--- config.mk ---
export PLATFORM = sky130hd
export DESIGN_NAME = wb_stage_flat
export DESIGN_NICKNAME = d
export VERILOG_FILES = /design/src/rtl/wb_stage_if.sv /design/src/rtl/wb_stage.sv /design/src/flat_wrapper.sv
export SDC_FILE = /design/constraint.sdc
export NUM_CORES = 1
export LEC_CHECK = 0
export ABC_AREA = 1
export ABC_CLOCK_PERIOD_IN_PS = 1900
export CAP_MARGIN = 20
export CORE_MARGIN = 5
export CORE_UTILIZATION = 39
export CTS_CLUSTER_SIZE = 24
export DETAILED_ROUTE_END_ITERATION = 8
export PLACE_DENSITY = 0.84
export SLEW_MARGIN = 20
export SYNTH_ARGS = -nofsm -noshare
export SYNTH_HDL_FRONTEND = slang
export SYNTH_SLANG_ARGS = --single-unit
--- constraint.sdc ---
create_clock -name CLK -period 1.9 [get_ports CLK]
set_clock_uncertainty 0.15 [all_clocks]
set_input_delay 0.38 -clock CLK [delete_from_list [all_inputs] [get_ports CLK]]
set_output_delay 0.38 -clock CLK [all_outputs]
set_load 0.03 [all_outputs]
--- src/rtl/wb_stage_if.sv ---
// MEM-to-WB retiring-instruction channel: valid/ready handshake plus the
// destination register, write-enable, load flag and ALU result it carries.
interface wb_stage_if;
  logic        MEM_Valid;
  logic        MEM_Ready;
  logic        MEM_RegWr;
  logic        MEM_MemtoReg;
  logic [4:0]  MEM_Rw;
  logic [31:0] MEM_ALUout;

  modport master (
    output MEM_Valid, MEM_RegWr, MEM_MemtoReg, MEM_Rw, MEM_ALUout,
    input  MEM_Ready
  );

  modport slave (
    input  MEM_Valid, MEM_RegWr, MEM_MemtoReg, MEM_Rw, MEM_ALUout,
    output MEM_Ready
  );
endinterface

--- src/rtl/wb_stage.sv ---
// Write-back stage: one register-file write cycle per retired instruction, one cycle
// after accept (or after DM_Rdy for late loads); MEM_Ready drops only while awaiting load data.
module wb_stage #(
  parameter int CNT_W = 32
) (
  input  logic              CLK,
  input  logic              Reset,
  wb_stage_if.slave         mem,
  input  logic [31:0]       DM_Rdata,
  input  logic              DM_Rdy,
  output logic [4:0]        WB_Rw,
  output logic              WB_Reg_Wr,
  output logic [31:0]       BusW,
  output logic [CNT_W-1:0]  Retired
);

  typedef enum logic [1:0] {
    S_EMPTY = 2'd0,
    S_WAIT  = 2'd1,
    S_WRITE = 2'd2
  } state_t;

  state_t state;
  logic   held_regwr;
  logic   accept;
  logic   mem_wr_en;
  logic   held_wr_en;

  assign mem.MEM_Ready = (state != S_WAIT);
  assign accept        = mem.MEM_Valid && mem.MEM_Ready;
  // r0 is hard-wired zero, so its writes are suppressed but still retire.
  assign mem_wr_en     = mem.MEM_RegWr && (mem.MEM_Rw != 5'd0);
  assign held_wr_en    = held_regwr && (WB_Rw != 5'd0);

  // WB_Rw and BusW double as the held Rw/data fields, so they keep their
  // last values outside the write cycle.
  always_ff @(posedge CLK or negedge Reset) begin
    if (!Reset) begin
      state      <= S_EMPTY;
      held_regwr <= 1'b0;
      WB_Rw      <= 5'd0;
      BusW       <= 32'd0;
      WB_Reg_Wr  <= 1'b0;
      Retired    <= '0;
    end else begin
      WB_Reg_Wr <= 1'b0;
      if (state == S_WRITE) begin
        Retired <= Retired + CNT_W'(1);
      end
      case (state)
        S_EMPTY, S_WRITE: begin
          if (accept) begin
            WB_Rw      <= mem.MEM_Rw;
            held_regwr <= mem.MEM_RegWr;
            if (!mem.MEM_MemtoReg) begin
              BusW      <= mem.MEM_ALUout;
              WB_Reg_Wr <= mem_wr_en;
              state     <= S_WRITE;
            end else if (DM_Rdy) begin
              BusW      <= DM_Rdata;
              WB_Reg_Wr <= mem_wr_en;
              state     <= S_WRITE;
            end else begin
              state <= S_WAIT;
            end
          end else begin
            state <= S_EMPTY;
          end
        end
        S_WAIT: begin
          if (DM_Rdy) begin
            BusW      <= DM_Rdata;
            WB_Reg_Wr <= held_wr_en;
            state     <= S_WRITE;
          end
        end
        default: begin
          state <= S_EMPTY;
        end
      endcase
    end
  end

endmodule

--- src/flat_wrapper.sv ---
// flat-port wrapper written by rule: the top's interface ports become plain ports
module wb_stage_flat 
#(
  parameter int CNT_W = 32
)
  (CLK, Reset, DM_Rdata, DM_Rdy, WB_Rw, WB_Reg_Wr, BusW, Retired, mem_MEM_Valid, mem_MEM_RegWr, mem_MEM_MemtoReg, mem_MEM_Rw, mem_MEM_ALUout, mem_MEM_Ready);
  wb_stage_if mem_i ();
  input  logic CLK;
  input  logic Reset;
  input  logic [31:0] DM_Rdata;
  input  logic DM_Rdy;
  output logic [4:0] WB_Rw;
  output logic WB_Reg_Wr;
  output logic [31:0] BusW;
  output logic [CNT_W-1:0] Retired;
  input wire logic [$bits(mem_i.MEM_Valid)-1:0] mem_MEM_Valid;
  input wire logic [$bits(mem_i.MEM_RegWr)-1:0] mem_MEM_RegWr;
  input wire logic [$bits(mem_i.MEM_MemtoReg)-1:0] mem_MEM_MemtoReg;
  input wire logic [$bits(mem_i.MEM_Rw)-1:0] mem_MEM_Rw;
  input wire logic [$bits(mem_i.MEM_ALUout)-1:0] mem_MEM_ALUout;
  output wire logic [$bits(mem_i.MEM_Ready)-1:0] mem_MEM_Ready;
  assign mem_i.MEM_Valid = mem_MEM_Valid;
  assign mem_i.MEM_RegWr = mem_MEM_RegWr;
  assign mem_i.MEM_MemtoReg = mem_MEM_MemtoReg;
  assign mem_i.MEM_Rw = mem_MEM_Rw;
  assign mem_i.MEM_ALUout = mem_MEM_ALUout;
  assign mem_MEM_Ready = mem_i.MEM_Ready;
  wb_stage #(.CNT_W(CNT_W)) u_core (.CLK(CLK), .Reset(Reset), .mem(mem_i), .DM_Rdata(DM_Rdata), .DM_Rdy(DM_Rdy), .WB_Rw(WB_Rw), .WB_Reg_Wr(WB_Reg_Wr), .BusW(BusW), .Retired(Retired));
endmodule
# [Yosys cells after proc, flatten, opt, wreduce, memory -nomap -nowiden]
# Index checks and enable logic that the tools add are counted.
[totals] word_cells=36 output_inout_bits=71 register_bits=73 ramBits=0 mem_bits_ro=0 latch_bits=0 n_memories=0
[classes] mux=14 n_lt_le_gt_ge=0 addsub=1 n_div=0 shifts=0 eq_ne=5 reduce_logical=10 bitwise=0 mul=0
[op_table] op="$mux W32" count=3
[op_table] op="$pmux W32 S2" count=1
[op_table] op="$add A32 B1 Y32 const B" count=1
[op_table] op="$reduce_bool A5 Y1" count=2
[op_table] op="$mux W2" count=4
[op_table] op="$mux W1" count=4
[op_table] op="$ne A2 B1 Y1 const B" count=2
[op_table] op="$pmux W2 S2" count=1
[op_table] op="$reduce_and A2 Y1" count=2
[op_table] op="$logic_and A1 B1 Y1" count=3
[op_table] op="$eq A2 B1 Y1 const B" count=1
[op_table] op="$eq A2 B2 Y1 const B" count=1
[op_table] op="$logic_not A2 Y1" count=1
[op_table] op="$ne A2 B2 Y1 const B" count=1
[op_table] op="$pmux W1 S2" count=1
[op_table] op="$reduce_bool A2 Y1" count=1
[op_table] op="$reduce_or A2 Y1" count=1

# [Logic depth before layout (Yosys ltp)]
# Gate-level depths: netlist (run 1).
[depth] ltp_word=6 mapped_depth=9 mapped_depth_nobuf=9

# [Worst setup path after synthesis (run 1)]
# OpenSTA, ideal clock, no wires.
[synth_timing] path_type="reg-to-reg" start="register u_core.Retired[1]" end="register u_core.Retired[28]" required_time_ns=1.632 t_arrival_ns=1.515 n_path_buf=0 setup_slack_ns=0.117 path_stages_with_launch=9 setup_ns=0.118 cell_sequence="dfrtp_1 -> ha_1 -> nand3_1 -> nor2_2 -> nand3_1 -> nor2_1 -> nand2_1 -> nand2_1 -> nand2_1"
[synth_via] elab_chain_cells=1
[synth_rtl] item="from (decl)" line="wb_stage.sv:14" rtl="output logic [CNT_W-1:0] Retired"
[synth_rtl] item="from (signal assigned)" line="wb_stage.sv:48" rtl="Retired <= Retired + CNT_W'(1);"
[synth_rtl] item="$add A32 B1 Y32" line="wb_stage.sv:48"
# No other way between the ends.
# A chain may end at the register's enable or synchronous reset.

# [Final worst setup path (run 1)]
[layout_timing] start="register u_core.state[0]" end="output port mem_MEM_Ready"
[layout_via] elab_chain_cells=1
[layout_rtl] item="from (decl)" line="wb_stage.sv:23" rtl="state_t state;"
[layout_rtl] item="from (signal assigned)" line="wb_stage.sv:39" rtl="state <= S_EMPTY;"
[layout_rtl] item="from (signal assigned)" line="wb_stage.sv:58" rtl="state <= S_WRITE;"
[layout_rtl] item="from (signal assigned)" line="wb_stage.sv:62" rtl="state <= S_WRITE;"
[layout_rtl] item="$ne A2 B1 Y1" line="wb_stage.sv:29" rtl="assign mem.MEM_Ready = (state != S_WAIT);"
[layout_rtl] item="to (decl)" line="flat_wrapper.sv:21" rtl="output wire logic [$bits(mem_i.MEM_Ready)-1:0] mem_MEM_Ready;"
# No other way between the ends.

==> results of run 1 <==
## worst min path at each step
stage                                          endpoint
final                       u_core.BusW[12]$_DFFE_PN0P_
after global routing        u_core.BusW[22]$_DFFE_PN0P_
after CTS                   u_core.BusW[22]$_DFFE_PN0P_
after detailed placement  u_core.Retired[7]$_DFFE_PN0P_
after global placement    u_core.Retired[9]$_DFFE_PN0P_
after floorplan              u_core.BusW[0]$_DFFE_PN0P_
## per-layer routing
metal / up-vias / track usage
met1: 1705 / 0.228
met5: - / 0
met2: 174 / 0.321
li1: 1867 / -
met3: 25 / 0.0690
met4: 0 / 0.0812
## metrics by stage
step                utilization  hold WS, ns
detailed placement        0.585        0.300
finish                    0.599        0.336
global placement          0.585        0.286
floorplan                     -      -0.0656
global route              0.599        0.356
CTS                       0.598        0.337
## critical path: stages (launching register included)
cell           delay (ns)
dfrtp_1              0.41
nand2_2              0.13
dlygate4sd2_1        0.41
## what timing repair did
action / 4_1_cts / 5_1_grt
endpoints found under the hold margin: 73 / 0
gates resized for setup: 71 / 2
hold buffers: 1 / 0
pin swaps: 0 / 0
setup endpoints to repair: 71 / 2
## state kept, by name, summed over array words and instances (netlist names)
name	count
u_core.WB_Rw	5
u_core.Retired	32
u_core.held_regwr	1
u_core.BusW	32
u_core.state	2
u_core.WB_Reg_Wr	1
## report_power, final
part | total, mW | switching, mW | internal (mW)
Clock | 1.26 | 0.580 | 0.679
Sequential | 1.93 | 0.165 | 1.76
Combinational | 1.37 | 0.852 | 0.516
Total | 4.55 | 1.60 | 2.95
## cell type report
type | instances | area [um2] | area share
repair buffers | 159 | 1500 | 0.272
clock inverters | 4 | 51.3 | 0.00927
flip-flops and latches | 73 | 1830 | 0.330
well taps | 129 | 161 | 0.0292
multi-input cells | 374 | 1670 | 0.302
clock buffers | 12 | 155 | 0.0280
inverters | 44 | 165 | 0.0298
## cells in the final DEF, fill, tap and decap left out, drive strengths merged, types with 12 or more instances in the layout
cell             n
clkbuf          12
dlygate4sd2     71
nand3           30
dfrtp           73
clkdlybuf4s50   73
nor2            37
inv             44
buf             14
nand2          251
## kinds of logic (layout without fill, tap and decap cells)
family,after synthesis,in the layout,share of synthesized area
AO/OA/AOI/OAI,17,17,0.0310
AND/OR/NAND/NOR,336,336,0.367
flip-flops,73,73,0.492
buffers and inverters,55,219,0.0590
XOR/XNOR,20,20,0.0472
adder cells (fa/ha/maj),1,1,0.00337
==> summary.txt, run 1 <==
STA
  • Final hold viol count: 0
  • RSZ-0062 raised after global routing: false
  • Minimum clock period: 1.83 ns
  • Final worst-path cycle share: 0.964
  • Normalized max-slew margin: 0.655
  • Pin slew with the least headroom to its limit: 0.517 ns
  • Maximum clock frequency: 546 MHz
  • # setup viols final: 0
  • Final worst slack: 0.0690 ns
  • Pins Over Slew Limit: 0
  • Setup TNS: 0 ns

Setup path
  • Register-to-Register Setup Slack: 0.13 ns
  • Crit path DAT: 1.30 ns
  • Critical R2R Launch: u_core.Retired[1]$_DFFE_PN0P_
  • Reg-to-Reg End: u_core.Retired[24]$_DFFE_PN0P_
  • R2R cell count: 8
  • Critical path required time: 1.37 ns
  • CP Capture Type: output pin
  • Crit path from: u_core.state[0]$_DFFE_PN0P_
  • Crit path kind: reg -> out
  • Worst setup path end: mem_MEM_Ready
  • Maximum fanout along the worst path: 4
  • Startpoint Class: register

Status
  • Status: finished, final reports clean

Layout
  • Layout cells sized above 1: 0.0661
  • Post-route design area: 0.00553 mm2
  • Synthesis-to-finish area growth: 49.1%
  • Non-filler cells, final: 795
  • Final net count: 737
  • Inserted Diodes: 0
  • Layout fillers: 813

Synth
  • Synth Cell Area: 0.00371 mm2
  • Syn Nets: 578
  • Number of enable flip-flop cells after synthesis: 0
  • Synth area leaders: dfrtp_1 (49%), nand2_1 (25%), inv_1 (4.1%)
  • Post-synth top cells: nand2_1 (246), dfrtp_1 (73), inv_1 (41)
  • Syn_area_per_cell: 7.40 um2
  • Share of async-settable or async-resettable flops after synthesis: 1.00
  • Post-synthesis register bit count: 73
  • Count of different cell masters after synthesis: 23
  • Post-synthesis cell count: 502
  • Main flop type after synthesis: dfrtp_1
  • Area share of the leading cell type in the synthesized netlist: 0.492
  • YS warnings: 0
  • Top-count cell post-synth: nand2_1
  • Sequential element share of the synthesized area: 0.492
  • Largest area contributor in the netlist: dfrtp_1

Detailed routing
  • Detailed-route DRC error count: 0
  • WL final: 10,700 um
  • DR pass1 iterations: 4
  • Via/cell ratio: 4.74
  • Metal3 WL: 1030 um
  • Via count: 3,771
  • Wire per inst: 13.5 um
  • 1st-iter DRT viols: 115
  • Met2 wire len: 5050 um
  • Post-DRT Antenna Nets: 0
  • Met1 wire length: 4370 um
  • Top layer in use: met4

GRT
  • Global Route Usage Sum: 0.194
  • Overflow after GRT: 0
  • Initial antenna violation count: 0
  • First-pass GRT wire length: 18,000 um
  • Largest net degree at the start of global routing: 74
  • Vias in the first global route: 3,911

Hold path
  • Hold wc startpoint: u_core.BusW[12]$_DFFE_PN0P_
  • Hold Crit Class: reg -> reg
  • Hold depth: 2

Clocking
  • Clk slew on worst S/H paths: 0.08 ns
  • Htree depth: 3
  • Skew-Pair Late Insertion Delay: 0.35 ns
  • Num CTS Buffers: 9
  • CTS tree: yes
  • Clock root cell: clkbuf_8
  • Clock buffer depth: 2
  • Clock sink count: 73
  • Post-CTS Setup Bufs: 0

Place
  • # port buffers: 145
  • Hpwl dp: 8280 um
  • Placement Cell Area: 0.00540 mm2
  • Placed insts: 778
  • RD Place Congestion: 0.894
  • Pre-CTS setup slack: -0.0850 ns

Floorplan
  • Core ar.: 0.00924 mm2
  • Rows: 35
  • Die footprint: 0.0116 mm2
  • Ports: 146
  • Initial core utilization: 0.402
  • Die Width: 108 um
  • Die height: 108 um

Power
  • Final total power: 4.55 mW
  • Lkg Pwr: 2.98 nW
  • Peak VDD IR: 0.401 mV
  • Cell area power density: 823 mW/mm2

Job
  • Max_cap viols: 0
(Power assumes the default switching activity.)
==> inputs of run 2 (changes only) <==
--- a/config.mk
+++ b/config.mk
@@ -12,6 +12,7 @@
 export CORE_UTILIZATION = 39
 export CTS_CLUSTER_SIZE = 24
 export DETAILED_ROUTE_END_ITERATION = 8
+export GPL_TIMING_DRIVEN = 0
 export PLACE_DENSITY = 0.84
 export SLEW_MARGIN = 20
 export SYNTH_ARGS = -nofsm -noshare
==> run 2 against run 1 <==
Utilization is 0.54 points lower. First-iteration DRC count increased by 7.0%. Sequential share of layout area rose by 0.30 points. Critical path type unchanged. Power is 3.8% lower. Largest power group unchanged. Cell count unchanged. Wire length fell by 0.83%. Combinational power is essentially flat. Via count down 0.48%. Clock-buffer cell count grew 2. Non-clock buffer count stayed put.
==> summary.txt, run 2 (synthesized netlist as in run 1, its figures left out) <==
Setup path
  • Startpoint Class: register
  • Register-to-Register Setup Slack: 0.16 ns (+0.03 ns)
  • CP max stage cell: dlygate4sd2_1
  • Crit path from: u_core.state[1]$_DFFE_PN0P_
  • R2R cell count: 8 (unchanged)
  • Critical path required time: 1.37 ns (about the same)
  • CP Capture Type: output pin
  • Crit path DAT: 1.29 ns (about the same)
  • Crit path kind: reg -> out
  • Worst setup path end: mem_MEM_Ready
  • Critical R2R Launch: u_core.Retired[1]$_DFFE_PN0P_
  • Reg-to-Reg End: u_core.Retired[26]$_DFFE_PN0P_
  • Worst-path cell chain: inv_2 > nand2_2 > dlygate4sd2_1
  • Largest stage delay, worst path: 0.41 ns (about the same)
  • Maximum fanout along the worst path: 4 (unchanged)

Detailed routing
  • Via count: 3,753 (-0.48%)
  • Via/cell ratio: 4.72 (-0.48%)
  • Wire per inst: 13.4 um (-0.83%)
  • DR pass1 iterations: 5 (+1)
  • Post-DRT Antenna Nets: 0 (unchanged)
  • Detailed-route DRC error count: 0 (unchanged)
  • 1st-iter DRT viols: 123 (+7.0%)
  • WL final: 10,600 um (-0.83%)

GRT
  • Initial antenna violation count: 0 (unchanged)
  • Overflow after GRT: 0 (unchanged)
  • First-pass GRT wire length: 17,600 um (-1.9%)
  • Global Route Usage Sum: 0.189 (-0.00537)
  • Largest net degree at the start of global routing: 46 (-38%)
  • Vias in the first global route: 3,907 (-0.10%)

Layout
  • Most frequent cells in the layout: nand2_1 (246), clkdlybuf4s50_1 (73), dfrtp_1 (73)
  • Layout cells sized above 1: 0.0631 (-0.00300)
  • Post-Route Utilization: 0.594 (-0.00542)
  • Regs by FF count: u_core.BusW x32, u_core.Retired x32, u_core.WB_Rw x5
  • Synthesis-to-finish area growth: 47.7%
  • Most common cell after layout, fill and taps aside: nand2_1
  • Inserted Diodes: 0 (unchanged)
  • Non-filler cells, final: 795 (unchanged)
  • Final net count: 737 (unchanged)
  • Layout fillers: 845 (+3.9%)

Floorplan
  • Initial core utilization: 0.402 (unchanged)
  • Die Width: 108 um (unchanged)
  • Core ar.: 0.00924 mm2 (unchanged)
  • Rows: 35 (unchanged)
  • Die footprint: 0.0116 mm2 (unchanged)
  • Ports: 146 (unchanged)
  • Die height: 108 um (unchanged)

Job
  • Max_cap viols: 0 (unchanged)

Clocking
  • Htree depth: 3 (unchanged)
  • Skew-Pair Late Insertion Delay: 0.33 ns (-0.02 ns)
  • CTS tree: yes
  • Clock root cell: clkbuf_8
  • Clk slew on worst S/H paths: 0.08 ns (about the same)
  • Clock buffer depth: 2 (unchanged)
  • Clock sink count: 73 (unchanged)
  • Num CTS Buffers: 9 (unchanged)

STA
  • Pins Over Slew Limit: 0 (unchanged)
  • Final worst-path cycle share: 0.960 (-0.00392)
  • Final hold viol count: 0 (unchanged)
  • Pin slew with the least headroom to its limit: 0.494 ns (-0.0233 ns)
  • Normalized max-slew margin: 0.668 (+0.0135)
  • Maximum clock frequency: 548 MHz (+0.41%)
  • # setup viols final: 0 (unchanged)
  • Minimum clock period: 1.82 ns (-0.00744 ns)

Hold path
  • Hold Crit Class: reg -> reg
  • Hold wc startpoint: u_core.BusW[5]$_DFFE_PN0P_

Power
  • Cell area power density: 799 mW/mm2 (-2.9%)
  • Lkg Pwr: 2.94 nW (-1.3%)
  • Peak VDD IR: 0.384 mV (-4.2%)

Place
  • Hpwl dp: 8430 um (+1.8%)
  • Placed insts: 777 (-0.13%)
  • RD Place Congestion: 0.920 (+2.8%)
  • # port buffers: 145 (unchanged)

Status
  • Status: finished, final reports clean
## run 2: how the worst min path moves through the flow
| stage | depth (start not counted) | end | slack, ns |
|---|---|---|---|
| after floorplan | 0 | u_core.BusW[0]$_DFFE_PN0P_ | -0.07 |
| after global placement | 2 | u_core.BusW[18]$_DFFE_PN0P_ | 0.31 |
| after detailed placement | 1 | u_core.Retired[8]$_DFFE_PN0P_ | 0.18 |
| after CTS | 2 | u_core.BusW[5]$_DFFE_PN0P_ | 0.33 |
| after global routing | 2 | u_core.BusW[5]$_DFFE_PN0P_ | 0.35 |
| final | 2 | u_core.BusW[5]$_DFFE_PN0P_ | 0.33 |
## run 2: through the flow
| stage | setup slack (ns) | setup TNS (ns) | hold WS (ns) | cell area (um2) | power (mW) |
|---|---|---|---|---|---|
| 2_1_floorplan | 0.117 | 0 | -0.0656 | 3710 | 2.72 |
| 3_5_place_dp | -0.261 | -6.84 | 0.180 | 5350 | 3.47 |
| 3_3_place_gp | -2.15 | -162.27 | 0.312 | 5330 | 3.43 |
| 6_report | 0.0764 | 0 | 0.326 | 5480 | 4.38 |
| 5_1_grt | -0.0181 | -0.0331 | 0.347 | 5480 | 4.63 |
| 4_1_cts | 0.0227 | 0 | 0.331 | 5450 | 4.43 |
## run 2: critical path: cells and delay by family, from the launching register on
| family | cells | cell delay, ns |
|---|---|---|
| buffers and inverters | 2 | 0.47 |
| DFF | 1 | 0.39 |
| and+or+nand+nor | 1 | 0.11 |
## run 2: cell type report
type | instances | area [um2] | area share
flip-flops and latches | 73 | 1830 | 0.333
multi-input cells | 374 | 1700 | 0.309
repair buffers | 148 | 1410 | 0.256
inverters | 44 | 165 | 0.0301
clock buffers | 14 | 163 | 0.0297
well taps | 129 | 161 | 0.0294
plain buffers | 11 | 53.8 | 0.00981
clock inverters | 2 | 12.5 | 0.00228
## run 2: per-layer routing
layer | vias to the layer above | GRT usage | routed length, um
met2 | 161 | 0.311 | 5090
met4 | 0 | 0.0595 | 134
li1 | 1863 | - | -
met1 | 1716 | 0.224 | 4220
met3 | 13 | 0.0774 | 1180
met5 | - | 0 | 0
## run 2: what timing repair did
action                     in CTS  in global routing
hold endpoints to repair       28                  0
setup endpoints to repair      71                 31
resized for setup              71                  9
pin swaps                       0                  1
gates cloned                    0                  0
hold buffers                    1                  0
setup buffers                   0                  1
## run 2: power by group
| part | leakage, nW | total, mW | internal, mW | switching [mW] |
|---|---|---|---|---|
| Combinational | 1.91 | 1.37 | 0.511 | 0.860 |
| Clock | 0.0867 | 1.09 | 0.546 | 0.548 |
| Sequential | 0.943 | 1.91 | 1.76 | 0.154 |
| Total | 2.94 | 4.38 | 2.82 | 1.56 |
==> inputs of run 3 (changes only) <==
--- a/config.mk
+++ b/config.mk
@@ -7,13 +7,14 @@
 export LEC_CHECK = 0
 export ABC_AREA = 1
 export ABC_CLOCK_PERIOD_IN_PS = 1900
-export CAP_MARGIN = 20
+export CAP_MARGIN = 0
 export CORE_MARGIN = 5
 export CORE_UTILIZATION = 39
 export CTS_CLUSTER_SIZE = 24
 export DETAILED_ROUTE_END_ITERATION = 8
 export GPL_TIMING_DRIVEN = 0
 export PLACE_DENSITY = 0.84
+export SKIP_LAST_GASP = 1
 export SLEW_MARGIN = 20
 export SYNTH_ARGS = -nofsm -noshare
 export SYNTH_HDL_FRONTEND = slang
==> constraint.sdc (replaced) <==
create_clock -name CLK -period 1.9 [get_ports CLK]
set_clock_uncertainty 0.15 [all_clocks]
set_input_delay 0.38 -clock CLK [delete_from_list [all_inputs] [get_ports CLK]]
set_output_delay 0.38 -clock CLK [all_outputs]
set_load 0.005 [all_outputs]
==> run 3 against run 2 <==
Non-clock buffer count up 1. Cell count is 0.13% higher. Maximum frequency shrank 1.1%. Largest cell class unchanged. Design area up 1.7%. First-iteration DRC count shrank 22%. Critical endpoint is now Retired[17].
==> summary.txt, run 3 (synthesized netlist as in run 1, its figures left out) <==
STA
  • Minimum clock period: 1.84 ns (+0.0199 ns)
  • Maximum clock frequency: 542 MHz (-1.1%)
  • Final hold viol count: 0 (unchanged)
  • # setup viols final: 0 (unchanged)
  • Normalized max-slew margin: 0.665 (-0.00268)
  • Pin slew with the least headroom to its limit: 0.498 ns (+0.00399 ns)
  • Pins Over Slew Limit: 0 (unchanged)
  • Final worst-path cycle share: 0.970 (+0.0105)
  • RSZ-0062 raised after global routing: true

Clocking
  • CTS tree: yes
  • Clock root cell: clkbuf_8
  • Clk slew on worst S/H paths: 0.08 ns (about the same)
  • Num CTS Buffers: 9 (unchanged)
  • Clock sink count: 73 (unchanged)
  • Htree depth: 3 (unchanged)
  • Clock buffer depth: 2 (unchanged)
  • Skew-Pair Late Insertion Delay: 0.33 ns (about the same)

GRT
  • Vias in the first global route: 3,923 (+0.41%)
  • Global Route Usage Sum: 0.189 (+0.000382)
  • Overflow after GRT: 0 (unchanged)
  • First-pass GRT wire length: 17,700 um (+0.20%)
  • Initial antenna violation count: 0 (unchanged)
  • Largest net degree at the start of global routing: 46 (unchanged)

Place
  • Hpwl dp: 8430 um (unchanged)
  • # port buffers: 145 (unchanged)
  • RD Place Congestion: 0.920 (unchanged)
  • Placement Cell Area: 0.00535 mm2 (unchanged)

Floorplan
  • Initial core utilization: 0.402 (unchanged)
  • Ports: 146 (unchanged)
  • Rows: 35 (unchanged)
  • Core ar.: 0.00924 mm2 (unchanged)
  • Die height: 108 um (unchanged)
  • Die Width: 108 um (unchanged)
  • Die footprint: 0.0116 mm2 (unchanged)

Layout
  • Synthesis-to-finish area growth: 50.2%
  • Inserted Diodes: 0 (unchanged)
  • Post-route design area: 0.00558 mm2 (+1.7%)
  • Layout cells sized above 1: 0.0720 (+0.00890)
  • Final net count: 738 (+0.14%)
  • Most frequent cells in the layout: nand2_1 (246), clkdlybuf4s50_1 (143), dfrtp_1 (67)
  • Regs by FF count: u_core.BusW x32, u_core.Retired x32, u_core.WB_Rw x5
  • Most common cell after layout, fill and taps aside: nand2_1

Hold path
  • Hold depth: 2 (unchanged)
  • Hold Crit Class: reg -> reg
  • Hold EP: u_core.BusW[5]$_DFFE_PN0P_
  • Hold wc startpoint: u_core.BusW[5]$_DFFE_PN0P_

Setup path
  • R2R cell count: 8 (unchanged)
  • CP Capture Type: output pin
  • CP max stage cell: clkdlybuf4s50_1
  • Worst-path cell chain: clkdlybuf4s50_1
  • CP Buf/Inv Count: 1 (-1)
  • Critical R2R Launch: u_core.Retired[1]$_DFFE_PN0P_
  • CP delay by family, top: buffers and inverters
  • Register-to-Register Setup Slack: 0.14 ns (-0.02 ns)
  • Crit path DAT: 1.31 ns (+0.02 ns)
  • Maximum fanout along the worst path: 5 (+1)
  • Largest stage delay, worst path: 0.54 ns (+0.13 ns)
  • Crit path kind: reg -> out
  • Critical path required time: 1.37 ns (about the same)
  • Reg-to-Reg End: u_core.Retired[28]$_DFFE_PN0P_
  • Startpoint Class: register

Power
  • Peak VDD IR: 0.375 mV (-2.4%)
  • Lkg Pwr: 2.71 nW (-7.9%)
  • Cell area power density: 743 mW/mm2 (-7.0%)
  • Final total power: 4.14 mW (-5.4%)

Detailed routing
  • Via/cell ratio: 4.74 (+0.35%)
  • Detailed-route DRC error count: 0 (unchanged)
  • Via count: 3,771 (+0.48%)
  • 1st-iter DRT viols: 96 (-22%)
  • WL final: 10,600 um (-0.24%)
  • Wire per inst: 13.3 um (-0.36%)
  • DR pass1 iterations: 4 (-1)
  • Post-DRT Antenna Nets: 0 (unchanged)

Job
  • Max_cap viols: 0 (unchanged)

Status
  • Status: finished, final reports clean
run 3: area by class of cell:
type,instances,area [um2]
Buffer,11,53.8
Clock buffer,14,163
Clock inverter,2,12.5
Fill cell,802,3660
Inverter,44,165
Multi-Input combinational cell,374,1690
Sequential cell,73,1830
Tap cell,129,161
Timing Repair Buffer,149,1500
run 3: through the flow:
stage	setup slack [ns]	setup TNS (ns)	hold slack (ns)	util	std cells
after global placement	-2.15	-162.27	0.312	0.576	776
after detailed placement	-0.261	-6.84	0.180	0.579	777
final	0.0565	0	0.332	0.604	796
after global routing	-0.0421	-0.146	0.352	0.604	796
after CTS	0.0174	0	0.336	0.600	795
after floorplan	0.335	0	-0.0656	-	502
run 3: worst max path at each step:
stage                                                end  slack [ns]                           start  cells past startpoint
after floorplan               u_core.BusW[0]$_DFFE_PN0P_        0.34     u_core.state[1]$_DFFE_PN0P_                      8
after CTS                 u_core.Retired[26]$_DFFE_PN0P_        0.02   u_core.Retired[1]$_DFFE_PN0P_                      8
after global routing      u_core.Retired[28]$_DFFE_PN0P_       -0.04   u_core.Retired[1]$_DFFE_PN0P_                      8
final                                        Retired[17]        0.06  u_core.Retired[17]$_DFFE_PN0P_                      1
after detailed placement      u_core.BusW[0]$_DFFE_PN0P_       -0.26                mem_MEM_MemtoReg                      8
after global placement       u_core.BusW[20]$_DFFE_PN0P_       -2.15                           Reset                      1
run 3: layer usage:
| layer | part of all wire | global-route usage |
|---|---|---|
| met5 | 0 | 0 |
| met4 | 0.020 | 0.0595 |
| met3 | 0.10 | 0.0786 |
| met2 | 0.48 | 0.312 |
| met1 | 0.40 | 0.223 |
run 3: what timing repair did:
action,in CTS,in global routing
gates resized for setup,3,10
endpoints found under the setup margin,3,32
pin swaps,1,1
hold buffers,1,0
buffers inserted,1,1
endpoints found under the hold margin,28,0
run 3: power by group:
part	internal, mW	switching [mW]	total, mW
logic	0.654	0.465	1.12
clock network	0.546	0.550	1.10
registers	1.76	0.163	1.93
total	2.96	1.18	4.14
